--- src/rtl/triple_arbiter.sv ---
// Round-robin arbiter that time-shares one multiply-by-3 datapath among four requesters.
// Each operation takes four cycles: grant, two accumulate steps, result.
module triple_arbiter #(
    parameter int N_REQ = 4,
    parameter int W     = 8
) (
    input  logic                       clk,
    input  logic                       rst,
    input  logic [N_REQ-1:0]           req,
    input  logic [N_REQ*W-1:0]         ops,
    output logic [N_REQ-1:0]           gnt,
    output logic [W+1:0]               res,
    output logic [$clog2(N_REQ)-1:0]   res_id,
    output logic                       res_valid,
    output logic                       busy
);
    localparam int IW = $clog2(N_REQ);

    typedef enum logic [1:0] {IDLE, ADD0, ADD1, DONE} state_t;

    state_t          state;
    logic [W-1:0]    op_reg;
    logic [W+1:0]    acc;
    logic [IW-1:0]   idx_reg;
    logic [IW-1:0]   last_grant;

    logic            found;
    logic [IW-1:0]   win;
    logic [IW-1:0]   probe;
    logic [W+1:0]    sum;

    // Search begins one past the previous winner and wraps.
    always_comb begin
        found = 1'b0;
        win   = '0;
        probe = '0;
        for (int unsigned k = 0; k < N_REQ; k++) begin
            probe = last_grant + IW'(k) + IW'(1);
            if (!found && req[probe]) begin
                found = 1'b1;
                win   = probe;
            end
        end
    end

    assign sum = acc + {1'b0, op_reg, 1'b0};

    always_ff @(posedge clk or posedge rst) begin
        if (rst) begin
            state      <= IDLE;
            gnt        <= '0;
            res        <= '0;
            res_id     <= '0;
            res_valid  <= 1'b0;
            busy       <= 1'b0;
            acc        <= '0;
            op_reg     <= '0;
            idx_reg    <= '0;
            last_grant <= IW'(N_REQ - 1);
        end else begin
            case (state)
                IDLE: begin
                    gnt <= '0;
                    if (found) begin
                        gnt        <= N_REQ'(1) << win;
                        op_reg     <= ops[win*W +: W];
                        idx_reg    <= win;
                        last_grant <= win;
                        busy       <= 1'b1;
                        state      <= ADD0;
                    end
                end
                ADD0: begin
                    gnt   <= '0;
                    acc   <= {2'b00, op_reg};
                    state <= ADD1;
                end
                // Result registered on entry to DONE so res_valid is high for the DONE cycle itself.
                ADD1: begin
                    acc       <= sum;
                    res       <= sum;
                    res_id    <= idx_reg;
                    res_valid <= 1'b1;
                    state     <= DONE;
                end
                DONE: begin
                    res_valid <= 1'b0;
                    busy      <= 1'b0;
                    state     <= IDLE;
                end
                default: state <= IDLE;
            endcase
        end
    end
endmodule

--- config.mk ---
export PLATFORM = sky130hd
export DESIGN_NAME = triple_arbiter
export DESIGN_NICKNAME = d
export VERILOG_FILES = /design/src/rtl/triple_arbiter.sv
export SDC_FILE = /design/constraint.sdc
export NUM_CORES = 1
export LEC_CHECK = 0
export BUFFER_PORTS_ARGS = -buffer_cell sky130_fd_sc_hd__buf_2
export CORE_MARGIN = 3
export CORE_UTILIZATION = 40
export DETAILED_ROUTE_END_ITERATION = 10
export SYNTH_ARGS = -nofsm -noshare
export SYNTH_HDL_FRONTEND = slang
export SYNTH_SLANG_ARGS = --single-unit
--- constraint.sdc ---
create_clock -name clk -period 2.65 [get_ports clk]
set_input_delay 0.53 -clock clk [delete_from_list [all_inputs] [get_ports clk]]
set_output_delay 0.53 -clock clk [all_outputs]
set_load 0.03 [all_outputs]
==> results.py, run 1 <==
metrics = {
    "status": {
        "status": "finished clean",
    },
    "synth": {
        "netlist_area_um2": 2450,
        "async_reset_ff_share_pct": 100,
        "ys_types": 51,
        "netlist_top_cells_count": "dfrtp_1, nand2_1, mux2i_1, nor2_1",
        "synth-seq-cells": 42,
        "synth.most_common_cell": "dfrtp_1",
        "synthTopCellsByArea": "dfrtp_1, mux2i_1, ha_1",
        "ys_warn_count": 0,
        "synth_ff_type": "dfrtp_1",
        "syn_area_per_cell_um2": 9.86,
        "synth_nets": 300,
        "synth_edf_count": 0,
        "synth_top_cell_by_area": "dfrtp_1",
        "netlist_instances": 249,
        "yosys.area.top_type_share_pct": 40.8,
        "yosysSeqAreaShare_pct": 42.9,
    },
    "pwr": {
        "ir_drop_mv": 0.516,
        "power_leakage_nw": 1.44,
        "finalPower_mw": 4.12,
        "power_density_nw_per_um2": 1410,
    },
    "grt": {
        "grt_pass1_vias": 1806,
        "grt_usage_pct": 14.7,
        "grt_max_degree": 43,
        "antenna_found_initial": 0,
        "grt_pass1_wl_um": 8510,
        "overflow": 0,
    },
    "worst_setup_path": {
        "reg2reg_depth": 5,
        "regToRegSetupSlack_ns": 0.52,
        "setup.worst_path.class": "flop to flop",
        "cp-end-kind": "flop",
        "crit_end": "gnt[0]",
        "arrival_ns": 2.35,
        "crit_start": "last_grant[0]",
        "worstPathRequired_ns": 2.87,
        "critPathMaxFanout": 13,
        "r2r_end": "gnt[0]",
        "crit_path_start_kind": "flop",
        "r2r_start": "last_grant[0]",
    },
    "clocking": {
        "clk_path_buf_depth": 2,
        "hold_buffers": 0,
        "cts_resized": 0,
        "cts.sinks": 42,
        "cts_setup_buffers": 0,
        "clk_pin_slew_ns": 0.08,
        "cts_tree": "done",
        "clock_latency_ns": 0.29,
        "cts_buffers": 5,
        "cts_htree_levels": 2,
        "clockRootBuffer": "clkbuf_8",
    },
    "placement": {
        "dp_hpwl_um": 3630,
        "routabilityCongestion": 0.831,
        "port_buffers": 55,
    },
    "timing": {
        "clock-skew-final_ns": 0.00703,
        "finalHoldViolations": 0,
        "finalSetupViolations": 0,
        "clock.fmax_mhz": 470,
        "slew_violations": 0,
        "max-slew-margin-rel_pct": 58.0,
        "hold_ws_ns": 0.359,
        "tns_ns": 0,
        "worstMarginPinSlew_ns": 0.624,
        "fin_crit_sh_pct": 80.4,
        "rsz0062_at_grt": "false",
        "fin_crit_ns": 2.13,
    },
    "floorplanning": {
        "die_h_um": 84.3,
        "num_rows": 27,
        "ios": 56,
        "floorplan.initialDensity_pct": 43.0,
        "core-area_um2": 5710,
        "dieArea_um2": 7110,
        "die_x_um": 84.3,
    },
    "route": {
        "drtIter0Drc": 133,
        "drcViolationCount": 0,
        "routed_wl_um": 4880,
        "postRouteAntennaNets": 0,
        "viasPerCell": 5.07,
        "dr.pass1.iters": 4,
        "route.vias.total": 1912,
        "wl_per_cell_um": 12.9,
    },
    "final_layout": {
        "drive_gt1_share_pct": 29.8,
        "area_growth_pct": 19.3,
        "fillCellCount": 541,
        "fin_nets": 355,
        "antenna_cells": 0,
    },
    "min_path": {
        "min_path_type": "input pin to async pin",
    },
    "job": {
        "cap_viol_max_count": 0,
    },
}
-- worst min-delay path by stage --
stage / to / slack (ns) / cells past startpoint
final: res_id[1] / 0.36 / 3
after global routing: acc[7] / 0.42 / 3
after floorplan: idx_reg[1] / 0.44 / 2
after CTS: res_id[1] / 0.38 / 3
after global placement: res[3] / 0.46 / 1
after detailed placement: res[3] / 0.47 / 1
-- per-layer routing --
metal | wire, um | track usage (%)
met5 | 0 | 0
met4 | 69 | 4.32
met3 | 318 | 3.14
met2 | 1930 | 20.7
met1 | 2570 | 22.4
-- per-stage QoR --
stage	worst slack [ns]	utilization (%)	instance area (um2)	instances
after floorplan	0.680	-	2450	249
after global placement	0.498	49.2	2810	369
after detailed placement	0.457	49.2	2810	369
after CTS	0.513	51.3	2930	377
after global routing	0.389	51.3	2930	377
final	0.520	51.3	2930	377
-- report_power, final --
part | internal (mW) | leakage [nW] | total [mW] | switching (mW)
clock | 0.307 | 0.0585 | 0.519 | 0.212
combinational | 1.01 | 0.875 | 2.41 | 1.40
sequential | 0.974 | 0.510 | 1.19 | 0.213
total | 2.30 | 1.44 | 4.12 | 1.82
-- worst max-delay path: stages (launching register included) --
cell and delay [ns]:
dfstp_2 0.56, nand2b_1 0.16, o21ai_0 0.10, a211o_1 0.52, or4_1 0.55, a21oi_1 0.16
-- layout make-up --
cell class / instances / area (um2) / share of cell area [%]
well taps: 72 / 90.1 / 3.08
clock inverters: 1 / 30.0 / 1.03
multi-input cells: 182 / 1310 / 44.6
repair buffers: 60 / 313 / 10.7
inverters: 13 / 48.8 / 1.67
clock buffers: 7 / 86.3 / 2.95
flip-flops and latches: 42 / 1050 / 36.0
-- cells in the final DEF, fill, tap and decap left out, types with 3 or more instances in the layout --
master and n:
dfrtp_1 40, o21ai_0 12, mux2_2 8, nor2b_1 3, clkbuf_8 6, nand2_1 33, o211ai_1 3, mux2_4 6
a21o_1 3, buf_2 55, a31oi_1 6, nor2_1 18, inv_1 12, mux2i_1 18, ha_1 12, a21oi_1 11
nand2b_1 5, a211o_1 3, buf_4 5, o21ai_2 6, nor3_1 5
-- cell families after synthesis --
family	share of synthesized area, %
AND/OR/NAND/NOR	14.2
AO/OA/AOI/OAI	15.9
flip-flops	42.9
multiplexers	14.7
buffers and inverters	4.33
adder cells (fa/ha/maj)	6.93
XOR/XNOR	1.07
Power figures use the tool's default switching activity.
==> inputs of run 2 (changes only) <==
--- a/config.mk
+++ b/config.mk
@@ -5,6 +5,7 @@
 export SDC_FILE = /design/constraint.sdc
 export NUM_CORES = 1
 export LEC_CHECK = 0
+export ABC_AREA = 1
 export BUFFER_PORTS_ARGS = -buffer_cell sky130_fd_sc_hd__buf_2
 export CORE_MARGIN = 3
 export CORE_UTILIZATION = 40
==> constraint.sdc (replaced) <==
create_clock -name clk -period 1.8 [get_ports clk]
set_input_delay 0.36 -clock clk [delete_from_list [all_inputs] [get_ports clk]]
set_output_delay 0.36 -clock clk [all_outputs]
set_load 0.03 [all_outputs]
==> results.py, run 2 <==
metrics = {
    "min_path": {
        "min_path_type": "input pin to async pin",
    },
    "clocking": {
        "cts.sinks": 42,
        "cts_buffers": 5,
        "clock_latency_ns": 0.29,
        "clk_path_buf_depth": 2,
        "hold_buffers": 0,
        "clockRootBuffer": "clkbuf_8",
        "cts_htree_levels": 2,
        "clk_pin_slew_ns": 0.08,
        "cts_tree": "done",
    },
    "worst_setup_path": {
        "r2r_end": "op_reg[0]",
        "reg2reg_depth": 14,
        "setup.worst_path.class": "flop to flop",
        "crit_path_start_kind": "flop",
        "cp-end-kind": "flop",
        "worstPathRequired_ns": 1.99,
        "arrival_ns": 2.20,
        "regToRegSetupSlack_ns": -0.21,
        "critPathMaxFanout": 8,
        "r2r_start": "last_grant[0]",
    },
    "timing": {
        "clock-skew-final_ns": 0.0101,
        "max-slew-margin-rel_pct": 64.7,
        "worstMarginPinSlew_ns": 0.530,
        "clock.fmax_mhz": 498,
        "slew_violations": 0,
        "finalHoldViolations": 0,
        "fin_crit_ns": 2.01,
        "fin_crit_sh_pct": 112,
        "setup_ws_ns": -0.208,
        "finalSetupViolations": 18,
        "rsz0062_at_grt": "true",
    },
    "grt": {
        "grt_max_degree": 43,
        "antenna_found_initial": 0,
        "grt_pass1_vias": 2343,
        "overflow": 0,
        "grt_usage_pct": 17.5,
        "grt_pass1_wl_um": 10700,
    },
    "floorplanning": {
        "dieArea_um2": 7500,
        "num_rows": 28,
        "core-area_um2": 6100,
        "die_h_um": 86.6,
        "ios": 56,
        "floorplan.initialDensity_pct": 42.7,
        "die_x_um": 86.6,
    },
    "synth": {
        "synthMuxAreaShare_pct": 0,
        "async_reset_ff_share_pct": 100,
        "synth_ff_type": "dfrtp_1",
        "synth_top_cell_by_area": "dfrtp_1",
        "syn_area_per_cell_um2": 7.43,
        "synth-seq-cells": 42,
        "ys_types": 33,
        "yosysSeqAreaShare_pct": 40.5,
        "synth_top_family_by_area": "simple AND/OR/NAND/NOR gates",
        "netlist_area_um2": 2600,
        "synth_simple_gate_area_share_pct": 36.2,
        "netlist_instances": 350,
        "synth.most_common_cell": "nand2_1",
        "yosys.area.top_type_share_pct": 38.5,
        "netlist_top_cells_count": "nand2_1, dfrtp_1, a21oi_1",
        "synth_edf_count": 0,
        "synth-compound-area-share_pct": 9.53,
        "synth_xor_area_share_pct": 0.674,
        "ys_warn_count": 0,
        "synth_nets": 401,
        "yosys.area_share.adder_pct": 6.54,
        "synthTopCellsByArea": "dfrtp_1, nand2_1, ha_1",
    },
    "route": {
        "route.vias.total": 2520,
        "routed_wl_um": 6750,
        "dr.pass1.iters": 4,
        "wl_per_cell_um": 13.3,
        "drcViolationCount": 0,
        "viasPerCell": 4.97,
        "postRouteAntennaNets": 0,
        "drtIter0Drc": 85,
    },
    "status": {
        "failed_checks": "setup timing",
        "status": "finished with violations",
    },
    "placement": {
        "port_buffers": 55,
        "dp_worst_setup_slack_ns": -0.120,
        "dp_hpwl_um": 4690,
        "routabilityCongestion": 0.843,
    },
    "final_layout": {
        "layout_commonest_cell": "nand2_1",
        "drive_gt1_share_pct": 34.7,
        "fin_nets": 482,
        "fillCellCount": 594,
        "area_growth_pct": 36.0,
        "antenna_cells": 0,
        "multi_input_area_um2": 1580,
        "regArea_um2": 1050,
        "final_cell_mix": "nand2_1, buf_2, dfrtp_1",
    },
    "job": {
        "cap_viol_max_count": 0,
    },
}
[run 2: logic make-up (layout without fill, tap and decap cells)]
family          count (synthesis)  count (layout)
compound gates                 45              45
simple gates                  212             212
buf+inv                        36             118
xor+xnor                        2               2
flops                          42              42
fa+ha+maj                      13              13
[run 2: critical path, cell delays in order, from the launching register on]
cell	delay (ns)
dfstp_2	0.64
inv_6	0.07
nand2_1	0.11
nand3_2	0.10
nand2_4	0.12
nand4_1	0.12
nand2_2	0.12
nand3_4	0.12
clkbuf_16	0.18
nand2_1	0.05
nand2_1	0.06
nand2_1	0.06
nand2_1	0.06
nand2_1	0.05
nand2_1	0.05
[run 2: final cells by class]
class / instances / share of cell area [%]
clock inverter: 2 / 1.06
sequential: 42 / 29.8
tap: 75 / 2.65
inverter: 23 / 2.72
clock buffer: 6 / 2.05
timing repair buffer: 87 / 16.9
multi-input combinational: 272 / 44.8
[run 2: per-stage QoR]
step	instances	hold slack, ns	utilization (%)	setup TNS [ns]	instance area (um2)
3_3_place_gp	492	0.450	51.4	-0.930	3130
5_1_grt	507	0.226	58.0	-4.88	3540
3_5_place_dp	492	0.455	51.4	-1.67	3130
4_1_cts	503	0.200	54.5	-1.19	3320
6_report	507	0.191	58.0	-2.13	3540
2_1_floorplan	350	0.447	-	-0.117	2640
[run 2: per-layer routing]
| metal | wire length, um | part of all wire (%) | global-route usage (%) |
|---|---|---|---|
| met4 | 89 | 1.3 | 4.25 |
| met5 | 0 | 0 | 0 |
| met1 | 3220 | 48 | 24.0 |
| met2 | 3170 | 47 | 28.8 |
| met3 | 269 | 4.0 | 2.85 |
[run 2: repair_timing]
| item | 4_1_cts | 5_1_grt |
|---|---|---|
| gates cloned | 0 | 2 |
| buffers inserted | 3 | 2 |
| gates resized for setup | 21 | 39 |
| pin swaps | 4 | 20 |
| endpoints found under the setup margin | 24 | 29 |
[run 2: how the worst max path moves through the flow]
| stage | startpoint | to | slack, ns | cells after the start |
|---|---|---|---|---|
| after floorplan | last_grant[0] | op_reg[6] | -0.01 | 17 |
| after global placement | last_grant[0] | op_reg[2] | -0.11 | 13 |
| after detailed placement | last_grant[0] | gnt[1] | -0.12 | 9 |
| after CTS | last_grant[0] | op_reg[1] | -0.14 | 15 |
| after global routing | last_grant[0] | op_reg[7] | -0.36 | 14 |
| final | last_grant[0] | op_reg[0] | -0.21 | 14 |
Power of run 2 is not shown: default switching activity piles up to over one toggle a cycle in this logic, so the estimate is an artifact.
